## config.mk

```make
export PLATFORM = sky130hd
export DESIGN_NAME = alu_fifo_issue_ctrl
export DESIGN_NICKNAME = d
export VERILOG_FILES = /design/src/rtl/alu_fifo_pkg.sv /design/src/rtl/alu_fifo_issue_ctrl_alu_core.sv /design/src/rtl/alu_fifo_issue_ctrl.sv
export SDC_FILE = /design/constraint.sdc
export NUM_CORES = 1
export LEC_CHECK = 0
export BUFFER_PORTS_ARGS = -buffer_cell sky130_fd_sc_hd__buf_2
export CAP_MARGIN = 20
export CORE_MARGIN = 2
export CORE_UTILIZATION = 40
export CTS_CLUSTER_DIAMETER = 120
export DETAILED_ROUTE_END_ITERATION = 12
export PLACE_DENSITY = 0.6
export RECOVER_POWER = 50
export SLEW_MARGIN = 20
export SYNTH_ARGS = -nofsm -noshare
export SYNTH_HDL_FRONTEND = slang
export SYNTH_SLANG_ARGS = --single-unit
```

## constraint.sdc

```tcl
create_clock -name clk_i -period 2.12 [get_ports clk_i]
set_clock_uncertainty 0.05 [all_clocks]
set_input_delay 0 -clock clk_i [delete_from_list [all_inputs] [get_ports clk_i]]
set_output_delay 0 -clock clk_i [all_outputs]
set_load 0.01 [all_outputs]
```

## src/rtl/alu_fifo_pkg.sv

```systemverilog
// rtl/alu_fifo_pkg.sv - shared opcode/state types for the ALU/FIFO issue controller
`ifndef OPCODE
`define OPCODE 2
`endif

package alu_fifo_pkg;

  localparam int OPC_W = `OPCODE + 1;

  typedef enum logic [OPC_W-1:0] {
    OPC_ADD = OPC_W'(0),
    OPC_SUB = OPC_W'(1),
    OPC_AND = OPC_W'(2),
    OPC_OR  = OPC_W'(3),
    OPC_XOR = OPC_W'(4),
    OPC_MUL = OPC_W'(5)
  } opcode_e;

  typedef enum logic [1:0] {
    ST_IDLE = 2'd0,
    ST_MUL  = 2'd1,
    ST_DONE = 2'd2
  } state_e;

  function automatic logic is_legal(input logic [OPC_W-1:0] opc);
    return opc <= OPC_W'(OPC_MUL);
  endfunction

endpackage

```

## src/rtl/alu_fifo_issue_ctrl_alu_core.sv

```systemverilog
// rtl/alu_fifo_issue_ctrl_alu_core.sv - single-cycle ALU ops, zero for MUL and illegal codes
module alu_core
  import alu_fifo_pkg::*;
#(
  parameter int W = 8
) (
  input  logic [W-1:0]     a,
  input  logic [W-1:0]     b,
  input  logic [OPC_W-1:0] opc,
  output logic [W:0]       res
);

  always_comb begin
    res = '0;
    case (opcode_e'(opc))
      OPC_ADD: res = {1'b0, a} + {1'b0, b};
      OPC_SUB: res = {1'b0, a} - {1'b0, b};
      OPC_AND: res = {1'b0, a & b};
      OPC_OR:  res = {1'b0, a | b};
      OPC_XOR: res = {1'b0, a ^ b};
      default: res = '0;
    endcase
  end

endmodule

```

## src/rtl/alu_fifo_issue_ctrl.sv

```systemverilog
// rtl/alu_fifo_issue_ctrl.sv - joins A/B/opcode streams, issues ALU ops, pushes results
module alu_fifo_issue_ctrl
  import alu_fifo_pkg::*;
#(
  parameter int DATA_IN_WIDTH = 8,
  parameter int CNT_WIDTH     = 16
) (
  input  logic                     clk_i,
  input  logic                     arst_n,
  input  logic [DATA_IN_WIDTH-1:0] op_a_i,
  input  logic                     op_a_valid_i,
  output logic                     op_a_ready_o,
  input  logic [DATA_IN_WIDTH-1:0] op_b_i,
  input  logic                     op_b_valid_i,
  output logic                     op_b_ready_o,
  input  logic [OPC_W-1:0]         opc_i,
  input  logic                     opc_valid_i,
  output logic                     opc_ready_o,
  output logic [DATA_IN_WIDTH:0]   res_o,
  output logic                     res_valid_o,
  input  logic                     res_ready_i,
  output logic                     err_o,
  output logic [CNT_WIDTH-1:0]     op_cnt_o
);

  localparam int W  = DATA_IN_WIDTH;
  localparam int IW = (W > 1) ? $clog2(W) : 1;

  state_e           state_q;
  logic [W:0]       res_q;
  logic             res_valid_q;
  logic             err_q;
  logic [CNT_WIDTH-1:0] cnt_q;
  logic [2*W-1:0]   acc_q;
  logic [2*W-1:0]   mcand_q;
  logic [W-1:0]     mplier_q;
  logic [IW-1:0]    iter_q;

  logic             accept;
  logic [W:0]       alu_res;
  logic [2*W-1:0]   mul_sum;

  // Readies are held low while reset is asserted even if upstream is already valid.
  assign accept = arst_n && op_a_valid_i && op_b_valid_i && opc_valid_i &&
                  (state_q == ST_IDLE || (state_q == ST_DONE && res_ready_i));

  assign op_a_ready_o = accept;
  assign op_b_ready_o = accept;
  assign opc_ready_o  = accept;
  assign res_o        = res_q;
  assign res_valid_o  = res_valid_q;
  assign err_o        = err_q;
  assign op_cnt_o     = cnt_q;

  assign mul_sum = acc_q + (mplier_q[0] ? mcand_q : '0);

  alu_core #(.W(W)) u_alu_core (
    .a   (op_a_i),
    .b   (op_b_i),
    .opc (opc_i),
    .res (alu_res)
  );

  always_ff @(posedge clk_i or negedge arst_n) begin
    if (!arst_n) begin
      state_q     <= ST_IDLE;
      res_q       <= '0;
      res_valid_q <= 1'b0;
      err_q       <= 1'b0;
      cnt_q       <= '0;
      acc_q       <= '0;
      mcand_q     <= '0;
      mplier_q    <= '0;
      iter_q      <= '0;
    end else begin
      if (res_valid_q && res_ready_i)
        cnt_q <= cnt_q + CNT_WIDTH'(1);

      if (accept) begin
        if (!is_legal(opc_i))
          err_q <= 1'b1;
        if (opcode_e'(opc_i) == OPC_MUL) begin
          state_q     <= ST_MUL;
          res_valid_q <= 1'b0;
          acc_q       <= '0;
          mcand_q     <= {{W{1'b0}}, op_a_i};
          mplier_q    <= op_b_i;
          iter_q      <= '0;
        end else begin
          state_q     <= ST_DONE;
          res_valid_q <= 1'b1;
          res_q       <= alu_res;
        end
      end else begin
        case (state_q)
          ST_MUL: begin
            acc_q    <= mul_sum;
            mcand_q  <= mcand_q << 1;
            mplier_q <= mplier_q >> 1;
            iter_q   <= iter_q + IW'(1);
            // Last iteration folds its partial product straight into the result.
            if (iter_q == IW'(W - 1)) begin
              state_q     <= ST_DONE;
              res_valid_q <= 1'b1;
              res_q       <= mul_sum[W:0];
            end
          end
          ST_DONE: begin
            if (res_ready_i) begin
              state_q     <= ST_IDLE;
              res_valid_q <= 1'b0;
            end
          end
          default: state_q <= ST_IDLE;
        endcase
      end
    end
  end

endmodule

```

==> results of run 1 <==
[path summary, 6_finish.rpt]
path | cells after the start | startpoint | end | slack (ns)
worst max-delay path | 10 | mplier_q[0] | res_o[6] | -0.09
worst min-delay path | 3 | op_b_i[6] | mplier_q[6] | 0.02
worst max register to register | 10 | mplier_q[0] | res_o[6] | -0.09
worst min register to register | 1 | op_cnt_o[15] | op_cnt_o[15] | 0.43
max in group asynchronous | 3 | arst_n | op_cnt_o[0] | 0.37
min in group asynchronous | 3 | arst_n | mcand_q[7] | 0.78
[stage by stage]
stage	std cells	area (um^2)	setup slack [ns]
floorplan	425	3950	-0.0368
global placement	638	4630	-0.294
detailed placement	638	4630	-0.376
CTS	667	5030	-0.0828
global route	672	5140	-0.176
finish	672	5140	-0.0933
[area by class of cell]
class	instances	area, um^2
clock buffers	9	124
clock inverters	7	103
well taps	129	161
flip-flops and latches	58	1450
multi-input cells	325	2460
inverters	26	101
repair buffers	118	743
fillers	868	4190
[logic make-up (layout without fill, tap and decap cells)]
family          Yosys count  in the layout  share of synthesized area, %
compound gates          104            104                          16.8
xor+xnor                 29             29                          6.54
fa+ha+maj                38             38                          12.6
buf+inv                  42            160                          4.80
flops                    58             58                          37.4
mux                      18             18                          4.74
simple gates            136            136                          17.1
[worst register-to-register path, cell delays in order (launching register included)]
cell	delay (ns)
dfrtp_1	0.39
and2_4	0.16
ha_4	0.12
inv_2	0.04
fa_2	0.36
nand2b_4	0.17
a21oi_4	0.18
o22ai_2	0.11
xnor2_2	0.17
a221oi_2	0.26
o21ai_1	0.08
[what timing repair did]
item / in CTS / in global routing
pin swaps: 5 / 20
endpoints found under the setup margin: 6 / 12
hold endpoints to repair: 69 / 0
gates resized for setup: 9 / 22
buffers inserted: 1 / 5
hold buffers: 12 / 0
[metal layers]
| layer | share of wire (%) | track usage [%] |
|---|---|---|
| met5 | 0 | 0 |
| met2 | 51 | 36.3 |
| met4 | 2.0 | 6.87 |
| met3 | 2.6 | 3.59 |
| met1 | 44 | 27.1 |
[synth_stat cells, types with 2 or more instances]
library cell / instances / area, um^2
nand3b_1: 3 / 22.5
a31oi_1: 8 / 50.1
nand2_1: 48 / 180
buf_4: 3 / 22.5
mux2i_1: 15 / 150
mux2_2: 3 / 33.8
and2_1: 11 / 68.8
o21ai_0: 35 / 175
or3_1: 2 / 12.5
o22ai_1: 4 / 25.0
o211ai_1: 2 / 15.0
a22o_1: 4 / 35.0
inv_1: 25 / 93.8
xnor2_1: 24 / 210
dfrtp_1: 58 / 1450
fa_1: 2 / 40.0
nor2b_1: 3 / 18.8
xor2_1: 5 / 43.8
buf_2: 7 / 35.0
o2111ai_1: 2 / 17.5
nor3_1: 5 / 25.0
o21bai_1: 2 / 15.0
nand2b_1: 5 / 31.3
a31o_2: 2 / 17.5
nand4_1: 5 / 31.3
nand3_1: 12 / 60.1
o21a_1: 5 / 37.5
and3_1: 5 / 31.3
o21ai_1: 5 / 25.0
clkbuf_1: 4 / 15.0
o41ai_1: 2 / 17.5
nor2_1: 30 / 113
a21oi_1: 18 / 90.1
a211oi_1: 9 / 67.6
ha_1: 36 / 450
or2_2: 3 / 18.8
[registers in the layout, summed over array words and instances (netlist names)]
name	count
err_o	1
res_valid_o	1
mcand_q	9
acc_q	9
res_o	9
iter_q	3
op_cnt_o	16
state_q	2
mplier_q	8
[where the power goes]
part	total, mW	internal, mW	switching, mW
clock network	1.17	0.671	0.501
registers	1.62	1.39	0.235
logic	1.24	0.587	0.656
total	4.04	2.64	1.39
==> metrics.md, run 1 <==
| Metric | Value |
|---|---|
| Syn. warnings | 0 |
| Family with the most delay on the worst path | compound AO/OA/AOI/OAI gates |
| Fin. Hold Viols | 0 |
| Setup TNS | -0.137 ns |
| Critical path required time | 2.29 ns |
| Tot GR Track Use | 21.1% |
| Async set-reset flop share out of synthesis | 100% |
| Total power | 4.04 mW |
| Share of layout cells above drive strength 1 | 26.0% |
| Crit-path max cell delay | 0.39 ns |
| Global-route wire length before repair | 16900 um |
| Least-Margin Pin Slew | 1.45 ns |
| Max rail drop VDD | 0.401 mV |
| Sink Count | 58 |
| Worst Setup Start Kind | flip-flop |
| Endpoint type of the worst setup path | flip-flop |
| Final setup vio count | 4 |
| Total CTS buffers | 9 |
| Root Buffer | clkbuf_8 |
| Syn_nets | 488 |
| WL per Instance | 15.9 um |
| Synth unique cells | 49 |
| Initial core utilization | 41.6% |
| Max cap viols | 0 |
| Commonest non-fill, non-tap cells in the layout | 58 x dfrtp_1, 51 x buf_4, 47 x nand2_1 |
| Post-layout min period | 2.21 ns |
| Vias | 3436 |
| CP Data Arrival Time | 2.38 ns |
| Antenna violations before repair | 0 |
| Max Slew Vio Count | 0 |
| Netlist Area Pre-Place | 3880 um^2 |
| Leading cell type in the layout, fill and taps excluded | dfrtp_1 |
| Reg clk slew, reported paths | 0.07 ns |
| PortBufs | 54 |
| Vias in the first global route | 3370 |
| Clock Path Buffers | 2 |
| Fin Hold WS | 0.0153 ns |
| Setup WS post-layout | -0.0933 ns |
| Largest net degree at the start of global routing | 59 |
| Drt via density | 5.11 |
| Die height | 103 um |
| DR DRC count | 0 |
| Row Count | 35 |
| WP buf/inv | 1 |
| Post-Syn Area per Cell | 9.14 um^2 |
| Slew Limit Headroom | 3.55% |
| Worst Hold Class | input port to flip-flop |
| TritonCTS clock tree | built |
| Syn-to-layout area delta | 32.4% |
| Fin crit share | 104% |
| Gpl congestion | 0.920 |
| Number of synthesized flops with an enable pin | 0 |
| DRT Pass-1 Iters | 4 |
| Core area | 9330 um^2 |
| Die width | 103 um |
| Status | finished, violations left |
| Pwr per Cell Area | 785 nW/um^2 |
| Crit path cell chain | and2_4 > ha_4 > inv_2 > fa_2 > nand2b_4 > a21oi_4 > o22ai_2 > xnor2_2 > a221oi_2 > o21ai_1 |
| CP max-delay cell | dfrtp_1 |
| Post-route ant nets | 0 |
| Cells after Synth | 425 |
| Final nets | 601 |
| Post-DP HPWL | 7900 um |
| Most used DFF post-synth | dfrtp_1 |
| Post-synthesis sequential area ratio | 37.4% |
| # diodes | 0 |
| Failing checks | negative setup slack |
| Fmax achieved | 452 MHz |
| Clock Latency Late Sink | 0.35 ns |
| Post-Route WL | 10700 um |
| RSZ-0062 raised after global routing | yes |
| Depth of the CTS H-tree | 3 |
| Critical Path Fanout Max | 4 |
| Final Util | 55.1% |
| Die area | 10500 um^2 |
| Grt ovf | 0 |
| I/O Pins | 55 |
| CP Class | flip-flop to flip-flop |
| Initial DRC count | 106 |
| Synthesized flop and latch total | 58 |
| Leakage power | 2.43 nW |
No activity file was read; power rests on OpenSTA's default activity.
==> run 2, diff against run 1 <==
ABC_AREA = 1   (was default)
==> metrics.md, run 2 <==
| Metric | Value |
|---|---|
| Critical path required time | 2.35 ns (+0.06 ns) |
| Fin crit share | 97.5% (-6.9 points) |
| Cells after Synth | 576 (+36%) |
| Number of synthesized flops with an enable pin | 0 (unchanged) |
| Pwr per Cell Area | 994 nW/um^2 (+27%) |
| Total CTS buffers | 9 (unchanged) |
| Endpoint type of the worst setup path | flip-flop |
| Area leader, netlist | dfrtp_1 |
| Worst Setup Start Kind | input port |
| Dominant cells by area after synthesis | dfrtp_1 34%, nand2_1 15%, ha_1 11%, inv_1 7.8%, nand3_1 4.7% |
| Reg clk slew, reported paths | 0.06 ns (about the same) |
| Area of the multi-input gates | 2430 um^2 (-1.2%) |
| Commonest non-fill, non-tap cells in the layout | 169 x nand2_1, 86 x inv_1, 58 x dfrtp_1 |
| Finished layout cell area | 5150 um^2 (+0.15%) |
| Async set-reset flop share out of synthesis | 100% (unchanged) |
| Die width | 107 um (+4.3%) |
| Hold path start | op_b_i[1] |
| RSZ-0062 raised after global routing | yes |
| Max cap viols | 0 (unchanged) |
| I/O Pins | 55 (unchanged) |
| Clock Latency Late Sink | 0.35 ns (about the same) |
| Share of layout cells above drive strength 1 | 16.6% (-9.4 points) |
| Initial DRC count | 129 (+22%) |
| Setup WS post-layout | 0.0527 ns (+0.146 ns) |
| Syn_nets | 639 (+31%) |
| Total power | 5.12 mW (+27%) |
| Reg2reg setup slack | 0.15 ns (+0.24 ns) |
| Setup TNS | 0 ns (+0.137 ns) |
| DR DRC count | 0 (unchanged) |
| Depth of the CTS H-tree | 3 (unchanged) |
| Placed insts | 774 (+21%) |
| Worst flop-to-flop path endpoint | res_o[8] |
| Post-route ant nets | 0 (unchanged) |
| Final setup vio count | 0 (-4) |
| Worst Hold End | mplier_q[1] |
| DRT Pass-1 Iters | 4 (unchanged) |
| Count leader, synth | nand2_1 |
| Max Slew Vio Count | 0 (unchanged) |
| Sequential Area | 1450 um^2 (unchanged) |
| Sink Count | 58 (unchanged) |
| Reg2Reg Depth | 15 (+5) |
| CP Class | input port to flip-flop |
| Top cell type's share of synthesized area | 34.2% (-3.2 points) |
| Gpl congestion | 0.898 (-2.4%) |
| Core area | 10300 um^2 (+11%) |
| # diodes | 0 (unchanged) |
| Cells on Worst Hold Path | 4 (+1) |
| Clock Path Buffers | 2 (unchanged) |
| Leakage power | 2.82 nW (+16%) |
| Max rail drop VDD | 0.378 mV (-5.9%) |
| Number of flip-flops under the largest register name | 16 (unchanged) |
| Fin Hold WS | 0.0469 ns (+0.0316 ns) |
| Global-route wire length before repair | 18600 um (+10%) |
| Vias | 3890 (+13%) |
| Final nets | 726 (+21%) |
| Pre-CTS setup slack | 0.0166 ns (+0.392 ns) |
| Syn-to-layout area delta | 21.4% |
| Fmax achieved | 484 MHz (+7.1%) |
| Row Count | 37 (+5.7%) |
| Root Buffer | clkbuf_8 |
| Largest net degree at the start of global routing | 59 (unchanged) |
| Antenna violations before repair | 0 (unchanged) |
| Layout Cells excl Fill | 804 (+20%) |
| Final Util | 49.9% (-5.2 points) |
| Worst Hold Class | input port to flip-flop |
| Post-Syn Area per Cell | 7.36 um^2 (-19%) |
| Tot GR Track Use | 20.9% (-0.20 points) |
| Drt via density | 4.84 (-5.4%) |
| Post-synthesis sequential area ratio | 34.2% (-3.2 points) |
| Leading cell type in the layout, fill and taps excluded | nand2_1 |
| Status | finished clean |
| Post-DP Area | 4750 um^2 (+2.7%) |
| TritonCTS clock tree | built |
| Post-Route WL | 11100 um (+4.0%) |
| CP Data Arrival Time | 2.30 ns (-0.08 ns) |
| Synthesized flop and latch total | 58 (unchanged) |
| Fin. Hold Viols | 0 (unchanged) |
| Synth unique cells | 36 (-27%) |
| Slew Limit Headroom | 2.82% (-0.72 points) |
| Filler instances | 1040 (+20%) |
| Grt ovf | 0 (unchanged) |
| Least-Margin Pin Slew | 1.46 ns (+0.0109 ns) |
| Syn. warnings | 0 (unchanged) |
| Initial core utilization | 41.1% (-0.55 points) |
| Most used DFF post-synth | dfrtp_1 |
| Netlist Area Pre-Place | 4240 um^2 (+9.2%) |
| Die area | 11400 um^2 (+8.8%) |
| Post-layout min period | 2.07 ns (-0.146 ns) |
| Critical Path Fanout Max | 4 (unchanged) |
| PortBufs | 54 (unchanged) |
| RR Startpoint | mplier_q[0] |
| Post-DP HPWL | 8620 um (+9.0%) |
| Post-synth top cells | 171 x nand2_1, 88 x inv_1, 58 x dfrtp_1 |
| Vias in the first global route | 3825 (+14%) |
| WL per Instance | 13.8 um (-13%) |
| Die height | 107 um (+4.3%) |
## run 2: worst max path at each step
stage,from,end
6_report,op_b_i[5],res_o[8]
5_1_grt,op_b_i[5],res_o[8]
4_1_cts,op_b_i[3],res_o[7]
2_1_floorplan,mplier_q[0],res_o[6]
3_3_place_gp,op_b_i[0],res_o[7]
3_5_place_dp,op_b_i[0],res_o[3]
## run 2: repair_timing
item | in CTS | in global routing
buffers inserted | 0 | 1
hold buffers | 14 | 0
hold endpoints to repair | 73 | 0
setup endpoints to repair | 0 | 23
gates resized for setup | 0 | 23
## run 2: critical path, cell delays in order
cell and delay [ns]:
dlygate4sd3_1 0.53, buf_2 0.18, nor2_2 0.07, a31oi_1 0.22
xor2_1 0.17, inv_1 0.06, ha_1 0.32, nand2_1 0.13
inv_1 0.05, a21oi_1 0.18, nand2_1 0.07, nand2_1 0.06
nand3_1 0.07, nand2_1 0.06, nand2_1 0.05, nand2_1 0.06
## run 2: metal layers
metal,vias up,routed length (um),track usage [%]
met5,-,0,0
met4,0,314,9.18
met3,22,260,3.04
met2,63,5240,34.0
met1,1826,5270,27.7
li1,1979,-,-
## run 2: logic make-up (layout without fill, tap and decap cells)
kind of cell	after synthesis	in the layout	synth area share, %
AO/OA/AOI/OAI	52	52	8.55
XOR/XNOR	27	27	5.58
adder cells (fa/ha/maj)	38	38	11.6
buffers and inverters	108	200	10.4
flip-flops	58	58	34.2
multiplexers	1	1	0.265
AND/OR/NAND/NOR	292	292	29.4
## run 2: report_power, final
group / internal (mW) / switching, mW / total (mW)
registers: 1.49 / 0.273 / 1.76
clock network: 0.574 / 0.482 / 1.06
logic: 0.929 / 1.37 / 2.30
## run 2: layout make-up
class / instances / share of cell area (%)
timing repair buffer: 89 / 10.4
multi-input combinational: 410 / 47.2
inverter: 95 / 6.97
clock inverter: 6 / 1.29
tap: 136 / 3.30
sequential: 58 / 28.2
clock buffer: 10 / 2.67
